## config.mk

```make
export PLATFORM = sky130hd
export DESIGN_NAME = sa_mem_sequencer
export DESIGN_NICKNAME = d
export VERILOG_FILES = /design/src/rtl/sa_mem_sequencer.sv
export SDC_FILE = /design/constraint.sdc
export NUM_CORES = 1
export LEC_CHECK = 0
export CORE_MARGIN = 3
export CORE_UTILIZATION = 50
export DETAILED_ROUTE_END_ITERATION = 16
export PLACE_DENSITY = 0.85
export SLEW_MARGIN = 20
export SYNTH_ARGS = -nofsm -noshare
export SYNTH_HDL_FRONTEND = slang
export SYNTH_SLANG_ARGS = --single-unit
```

## constraint.sdc

```tcl
create_clock -name clk -period 3.7 [get_ports clk]
set_clock_uncertainty 0.2 [all_clocks]
set_input_delay 0.37 -clock clk [delete_from_list [all_inputs] [get_ports clk]]
set_output_delay 0.37 -clock clk [all_outputs]
set_load 0.03 [all_outputs]
```

## src/rtl/sa_mem_sequencer.sv

```systemverilog
// Memory transaction sequencer: pops one queue entry at a time, runs a fixed-latency
// single-port read or write access, then issues a one-cycle completion.
module sa_mem_sequencer #(
  parameter int READ_LAT  = 2,
  parameter int WRITE_LAT = 1
) (
  input  logic        clk,
  input  logic        rst_n,
  input  logic        q_valid,
  input  logic [56:0] q_entry,
  output logic        q_pop,
  output logic        cs,
  output logic        we,
  output logic [15:0] addr,
  output logic [31:0] mem_dout,
  output logic        mem_dout_en,
  input  logic [31:0] mem_din,
  output logic        done,
  output logic [3:0]  done_owner,
  output logic [3:0]  done_id,
  output logic        done_we,
  output logic [31:0] done_rdata,
  output logic        busy
);

  localparam int MAX_LAT = (READ_LAT > WRITE_LAT) ? READ_LAT : WRITE_LAT;
  localparam int CW      = (MAX_LAT <= 7) ? 3 : $clog2(MAX_LAT + 1);

  generate
    if (READ_LAT < 1 || WRITE_LAT < 1) begin : g_lat_check
      $error("sa_mem_sequencer: READ_LAT and WRITE_LAT must both be at least 1");
    end
  endgenerate

  typedef enum logic [1:0] {IDLE, ACCESS, DONE} state_t;

  state_t        state_q, state_d;
  logic [CW-1:0] cnt_q, cnt_d;
  logic [56:0]   work_q, work_d;
  logic [56:0]   ent;
  logic          cs_q, cs_d, we_q, we_d, dout_en_q, dout_en_d;
  logic [15:0]   addr_q, addr_d;
  logic [31:0]   dout_q, dout_d;
  logic          done_q, done_d, done_we_q, done_we_d;
  logic [3:0]    done_owner_q, done_owner_d, done_id_q, done_id_d;
  logic [31:0]   rdata_q, rdata_d;

  assign q_pop = rst_n && q_valid && (state_q == IDLE || state_q == DONE);
  assign busy  = (state_q == ACCESS) || (state_q == DONE);

  always_comb begin
    state_d      = state_q;
    cnt_d        = cnt_q;
    work_d       = work_q;
    done_d       = 1'b0;
    done_owner_d = done_owner_q;
    done_id_d    = done_id_q;
    done_we_d    = done_we_q;
    rdata_d      = rdata_q;
    ent          = q_pop ? q_entry : work_q;

    case (state_q)
      IDLE, DONE: begin
        if (q_pop) begin
          state_d = ACCESS;
          work_d  = q_entry;
          cnt_d   = q_entry[8] ? CW'(WRITE_LAT) : CW'(READ_LAT);
        end else begin
          state_d = IDLE;
        end
      end
      ACCESS: begin
        cnt_d = cnt_q - CW'(1);
        if (cnt_q == CW'(1)) begin
          state_d      = DONE;
          done_d       = 1'b1;
          done_owner_d = work_q[3:0];
          done_id_d    = work_q[7:4];
          done_we_d    = work_q[8];
          rdata_d      = work_q[8] ? 32'h0 : mem_din;
        end
      end
      default: state_d = IDLE;
    endcase

    // Bus pins are registered from the next state so they line up with ACCESS cycles.
    cs_d      = 1'b0;
    we_d      = 1'b0;
    dout_en_d = 1'b0;
    dout_d    = 32'h0;
    addr_d    = addr_q;
    if (state_d == ACCESS) begin
      cs_d      = 1'b1;
      we_d      = ent[8];
      dout_en_d = ent[8];
      dout_d    = ent[8] ? ent[40:9] : 32'h0;
      addr_d    = ent[56:41];
    end
  end

  always_ff @(posedge clk or negedge rst_n) begin
    if (!rst_n) begin
      state_q      <= IDLE;
      cnt_q        <= '0;
      work_q       <= '0;
      cs_q         <= 1'b0;
      we_q         <= 1'b0;
      dout_en_q    <= 1'b0;
      addr_q       <= '0;
      dout_q       <= '0;
      done_q       <= 1'b0;
      done_owner_q <= '0;
      done_id_q    <= '0;
      done_we_q    <= 1'b0;
      rdata_q      <= '0;
    end else begin
      state_q      <= state_d;
      cnt_q        <= cnt_d;
      work_q       <= work_d;
      cs_q         <= cs_d;
      we_q         <= we_d;
      dout_en_q    <= dout_en_d;
      addr_q       <= addr_d;
      dout_q       <= dout_d;
      done_q       <= done_d;
      done_owner_q <= done_owner_d;
      done_id_q    <= done_id_d;
      done_we_q    <= done_we_d;
      rdata_q      <= rdata_d;
    end
  end

  assign cs          = cs_q;
  assign we          = we_q;
  assign mem_dout_en = dout_en_q;
  assign addr        = addr_q;
  assign mem_dout    = dout_q;
  assign done        = done_q;
  assign done_owner  = done_owner_q;
  assign done_id     = done_id_q;
  assign done_we     = done_we_q;
  assign done_rdata  = rdata_q;

endmodule

```

==> results.md, run 1 <==
- Final period utilization: about 90%
- Synth Area in XOR/XNOR: 0%
- Die Width: about 110 microns
- Num ports: around 190
- Synth-to-Final Area Change: 43.8%
- RePlAce Congestion: approximately 0.84
- Clock-pin slew on the worst setup and hold paths: ~60 ps
- WP data arrival: approximately 2700 ps
- Grt ovf: 0
- Status: finished, final reports clean
- Static leakage: between 4 and 5 nW
- Min Tclk post-route: about 3300 ps
- Worst min path class: flip-flop to flip-flop
- Pins Over Slew Limit: 0
- Syn_nets: roughly 660
- Root buffer cell: clkbuf_16
- Final Setup Violations: 0
- Post-synthesis adder-cell area fraction: 1.28%
- Final #Nets: ~840
- Critical-path cell with the highest stage delay: clkdlybuf4s50_1
- Area fraction in compound gates after synthesis: between 4 and 5%
- Starting density of the core: between 50% and 60%
- Gate Count Post-Synth: about 560
- Die area: 13100 sq um
- Final routed DRC violation total: 0
- Number of buffers added on ports: between 150 and 200
- Crit path required time: 3130 ps
- # diodes: 0
- TNS Setup: 0 ps
- PD cells: approximately 800 nW/um^2
- Starting DRT DRC Count: 279
- DRT antenna net count: 0
- Initial antenna violation count: 1
- Worst Path Buf+Inv: 3
- Synth Area in Simple Gates: 22.3%
- Sequential area share after synthesis: about 66%
- Hpwl dp: 9490 microns
- First-pass GRT wire length: ~23000 microns
- DR vias: 4491
- Syn avg cell area: ~10 sq um
- Crit path max-delay family: buffers and inverters
- Total wire length: between 10000 and 15000 microns
- Die Ht: between 100 and 150 microns
- Largest net degree at the start of global routing: 156
- CP max stage delay: about 660 ps
- Clock sinks: 154
- CP Capture Type: output pin
- Distinct cells, synth: 27
- 1st-pass router iterations: 5
- Hold_ws: around 260 ps
- TritonCTS Buffers: 17
- RSZ-0062 raised after global routing: no
- Clk buf depth: 2
- Number of global-route vias before repair: 4694
- Hold Vio Cnt, Final: 0
- CTS tree: done
- Measured slew at the worst slew-check pin: approximately 850 ps
- Via-per-instance ratio: 5.05
- Largest family of logic cells by synthesized area: simple AND/OR/NAND/NOR gates
- Synth Warn #: 0
- Clk Latency, worst-skew pair: 410 ps
- Post-synthesis sequential element count: 154
- Cell chain of the critical path: inv_1, ha_1, o211ai_4, inv_2, clkdlybuf4s50_1
- Layout cells sized above 1: roughly 6%
- Crit Path Max Fanout: 21
- Critical path type: flip-flop to output pin
- Row Count: 38
- Max cap viols: 0
- Netlist Area Pre-Place: 5870 sq um
- Peak VDD IR: roughly 0.55 mV
- Achievable Freq: slightly above 0.3 GHz
- Tot GR Track Use: between 20% and 30%
- Core Box Area: between 10000 and 15000 sq um
- Max_slew headroom: between 40% and 50%
- # H-tree levels: 4
- Mux cell area share after synthesis: between 3 and 4%
- Startpoint Class: flip-flop
- WL per Instance: about 16 microns
-- per-stage QoR --
step                      area [sq um]  util, %  setup slack [ps]  cells  power (mW)
after floorplan                   5870        -              1570    561        3.89
after global placement            7800     69.8               982    860        4.85
after detailed placement          7800     69.8               901    860        4.96
after CTS                         8440     75.5               429    890        6.84
after global routing              8440     75.5               285    890        7.14
final                             8440     75.5               438    890        6.78
-- layout by cell type (no fill, tap or decap) --
cell type        netlist  layout
nand2_1              230     229
clkdlybuf4s50_1        0     185
dfrtp_1              154     154
o21ai_0               34      34
and2_1                33      33
nand2b_1              32      32
clkbuf_16              0      17
mux2_1                 9       9
mux2_2                 8       8
inv_1                  6       6
ha_1                   6       6
bufinv_16              0       5
buf_4                  2       3
nor2b_1                2       2
nor2_1                 2       2
o2bb2ai_1              2       2
nand3_1                2       2
clkbuf_1              18       2
clkbuf_8               0       2
clkinv_2               0       2
o211ai_4               0       1
inv_2                  1       1
o21ai_1                1       1
nand2_2                0       1
a211oi_1               1       1
and3_4                 1       1
o31a_1                 1       1
o22ai_1                1       1
a31oi_1                1       1
a21oi_1                1       1
o221a_2                1       1
clkinv_4               0       1
dlygate4sd3_1          0       1
buf_6                  4       1
buf_12                 0       1
-- path summary, 6_finish.rpt --
check                                  startpoint                   endpoint  slack, ps  cells past startpoint
max in group asynchronous                   rst_n     work_q[44]$_DFFE_PN0N_       2210                      3
max reg2reg                  state_q[1]$_DFF_PN0_        addr[0]$_DFFE_PN0N_        840                      7
min reg2reg                work_q[22]$_DFFE_PN0N_     work_q[22]$_DFFE_PN0N_        260                      2
min                        work_q[22]$_DFFE_PN0N_     work_q[22]$_DFFE_PN0N_        260                      2
max                          state_q[0]$_DFF_PN0_                      q_pop        440                      5
min in group asynchronous                   rst_n  done_rdata[8]$_DFFE_PN0P_        540                      3
-- Yosys cell counts --
cell / count / share of area, %
nand2b_1: 32 / 3.4
a31oi_1: 1 / 0.11
nor2b_1: 2 / 0.21
and3_4: 1 / 0.19
o21ai_1: 1 / 0.085
o21ai_0: 34 / 2.9
buf_4: 2 / 0.26
mux2_2: 8 / 1.5
inv_2: 1 / 0.064
o221a_2: 1 / 0.19
ha_1: 6 / 1.3
nor2_1: 2 / 0.13
a211oi_1: 1 / 0.13
buf_2: 7 / 0.60
a21oi_1: 1 / 0.085
dfrtp_1: 154 / 66
mux2_1: 9 / 1.7
o22ai_1: 1 / 0.11
o211ai_2: 1 / 0.21
and2_1: 33 / 3.5
nand2_1: 230 / 15
nand3_1: 2 / 0.17
inv_1: 6 / 0.38
buf_6: 4 / 0.77
o2bb2ai_1: 2 / 0.30
o31a_1: 1 / 0.15
clkbuf_1: 18 / 1.2
-- timing repair --
action                                 4_1_cts  5_1_grt
hold buffers                                 1        0
endpoints found under the hold margin      149        0
buffers inserted                             0        0
gates resized for setup                      0        0
-- report_power, final --
part | total [mW] | internal, mW | switching, mW | leakage, nW
combinational | 2.39 | 1.00 | 1.39 | 1.79
sequential | 2.54 | 2.24 | 0.298 | 1.96
clock | 1.84 | 1.22 | 0.624 | 0.309
total | 6.78 | 4.47 | 2.31 | 4.06
-- state kept, by name, indices dropped and copies added (netlist names) --
register     cells
done_rdata      32
work_q          57
done_id          4
mem_dout_en      1
done             1
cnt_q            3
state_q          2
mem_dout        32
addr            16
done_owner       4
cs               1
done_we          1
-- metal layers --
layer,GRT usage [%],wire length [microns],vias up
met3,6.98,1070,21
met1,28.9,6120,2172
li1,-,-,2105
met5,0,0,-
met2,37.3,6820,193
met4,7.60,225,0
-- layout make-up --
class                           instances  area, sq um
Fill cell                             734         2730
Multi-Input combinational cell        369         1840
Sequential cell                       154         3850
Tap cell                              140          175
Clock inverter                          8          169
Timing Repair Buffer                  191         1920
Inverter                                7         26.3
Clock buffer                           21          460
-- cell families (layout without fill, tap and decap cells) --
| logic type | Yosys count | after routing |
|---|---|---|
| simple gates | 302 | 302 |
| flops | 154 | 154 |
| compound gates | 44 | 44 |
| buf+inv | 38 | 227 |
| mux | 17 | 17 |
| fa+ha+maj | 6 | 6 |
-- worst min-delay path: cells and delay by family (launching register included) --
kind             cells  cell delay [ps]
DFF                  1              320
and+or+nand+nor      2              110
Power figures use the tool's default switching activity.
==> run 2, diff against run 1 <==
--- a/config.mk
+++ b/config.mk
@@ -9,6 +9,7 @@
 export CORE_UTILIZATION = 50
 export DETAILED_ROUTE_END_ITERATION = 16
 export PLACE_DENSITY = 0.85
+export SKIP_CTS_REPAIR_TIMING = 1
 export SLEW_MARGIN = 20
 export SYNTH_ARGS = -nofsm -noshare
 export SYNTH_HDL_FRONTEND = slang
==> results.md, run 2 (synthesized netlist as in run 1, its figures left out) <==
- R2R Path Start: state_q[1]$_DFF_PN0_
- Register with the most flip-flops: work_q
- Crit path required time: 3130 ps
- Row Count: 38
- Die Width: between 100 and 150 microns
- Total wire length: roughly 14000 microns
- WP data arrival: about 2700 ps
- Max FFs per register: 57
- Tot GR Track Use: a little under a quarter
- Clock-pin slew on the worst setup and hold paths: about 60 ps
- Commonest non-fill, non-tap cells in the layout: 229 x nand2_1, 185 x clkdlybuf4s50_1, 154 x dfrtp_1, 34 x o21ai_0, 33 x and2_1
- Final Setup Violations: 0
- Core Box Area: between 10000 and 15000 sq um
- Final #Nets: between 800 and 900
- Clk Latency, worst-skew pair: between 400 and 500 ps
- Final period utilization: between 80% and 90%
- Most common cell after layout, fill and taps aside: nand2_1
- Largest net degree at the start of global routing: 156
- Max cap viols: 0
- PD cells: 804 nW/um^2
- Hpwl dp: 9490 microns
- Starting density of the core: between 50% and 60%
- TritonCTS Buffers: 17
- RePlAce Congestion: around 0.84
- Die area: approximately 13000 sq um
- Layout cells sized above 1: about 6.0%
- Achievable Freq: 0.306 GHz
- Worst hold start: work_q[22]$_DFFE_PN0N_
- Crit path launch: state_q[0]$_DFF_PN0_
- Final core utilization: 75.5%
- Max_slew headroom: a little over two fifths
- Hold Vio Cnt, Final: 0
- Measured slew at the worst slew-check pin: approximately 840 ps
- Num ports: 187
- Die Ht: about 110 microns
- TNS Setup: 0 ps
- DRT antenna net count: 0
- Clock sinks: 154
- Final routed DRC violation total: 0
- Hold_ws: roughly 260 ps
- Pins Over Slew Limit: 0
- WL per Instance: between 15 and 20 microns
- 1st-pass router iterations: 5
- Number of global-route vias before repair: around 4700
- Status: finished, final reports clean
- Critical path type: flip-flop to output pin
- Root buffer cell: clkbuf_16
- Clk buf depth: 2
- Crit Path Max Fanout: 21
- Initial antenna violation count: 1
- DR vias: roughly 4500
- Static leakage: approximately 4 nW
- Grt ovf: 0
- CTS tree: done
- # diodes: 0
- Min Tclk post-route: 3260 ps
- RSZ-0062 raised after global routing: no
- Synth-to-Final Area Change: 43.8%
- # H-tree levels: 4
- Worst min path class: flip-flop to flip-flop
- Peak VDD IR: 0.548 mV
- First-pass GRT wire length: approximately 23000 microns
- Starting DRT DRC Count: between 200 and 300
- Startpoint Class: flip-flop
- CP Capture Type: output pin
- Number of buffers added on ports: between 150 and 200
- Via-per-instance ratio: 5.04
run 2: cell counts in the layout (fill, tap and decap cells not counted):
Identical to the previous run, type by type.
run 2: final timing paths:
path,endpoint,slack [ps],depth (start not counted)
max,q_pop,440,5
min,work_q[22]$_DFFE_PN0N_,260,2
max reg2reg,addr[0]$_DFFE_PN0N_,840,7
min reg2reg,work_q[22]$_DFFE_PN0N_,260,2
max in group asynchronous,work_q[44]$_DFFE_PN0N_,2220,3
min in group asynchronous,done_rdata[8]$_DFFE_PN0P_,530,3
run 2: stage by stage:
stage	instances	setup WS, ps	total power [mW]	area [sq um]
2_1_floorplan	561	1570	3.89	5870
3_3_place_gp	860	982	4.85	7800
3_5_place_dp	860	901	4.96	7800
4_1_cts	889	429	6.84	8430
5_1_grt	890	285	7.14	8440
6_report	890	437	6.78	8440
run 2: final cells by class:
class                      instances  area (sq um)
clock inverter                     8           169
inverter                           7          26.3
multi-input combinational        369          1840
timing repair buffer             191          1920
fill                             733          2730
sequential                       154          3850
clock buffer                      21           460
tap                              140           175
run 2: layer usage:
metal	share of wire (%)	vias up	track usage [%]
met4	1.7	0	7.60
li1	-	2105	-
met3	7.7	22	6.98
met5	0	-	0
met2	48	192	37.2
met1	43	2167	28.9
run 2: power breakdown:
group          internal [mW]  switching, mW  leakage [nW]
Clock                   1.22          0.625         0.309
Sequential              2.24          0.298          1.96
Combinational           1.00           1.39          1.79
Total                   4.47           2.32          4.06
run 2: worst max-delay path: stages, from the launching register on:
cell and delay (ps):
dfrtp_1 430, inv_1 100, ha_1 270, o211ai_4 530, inv_2 280, clkdlybuf4s50_1 660
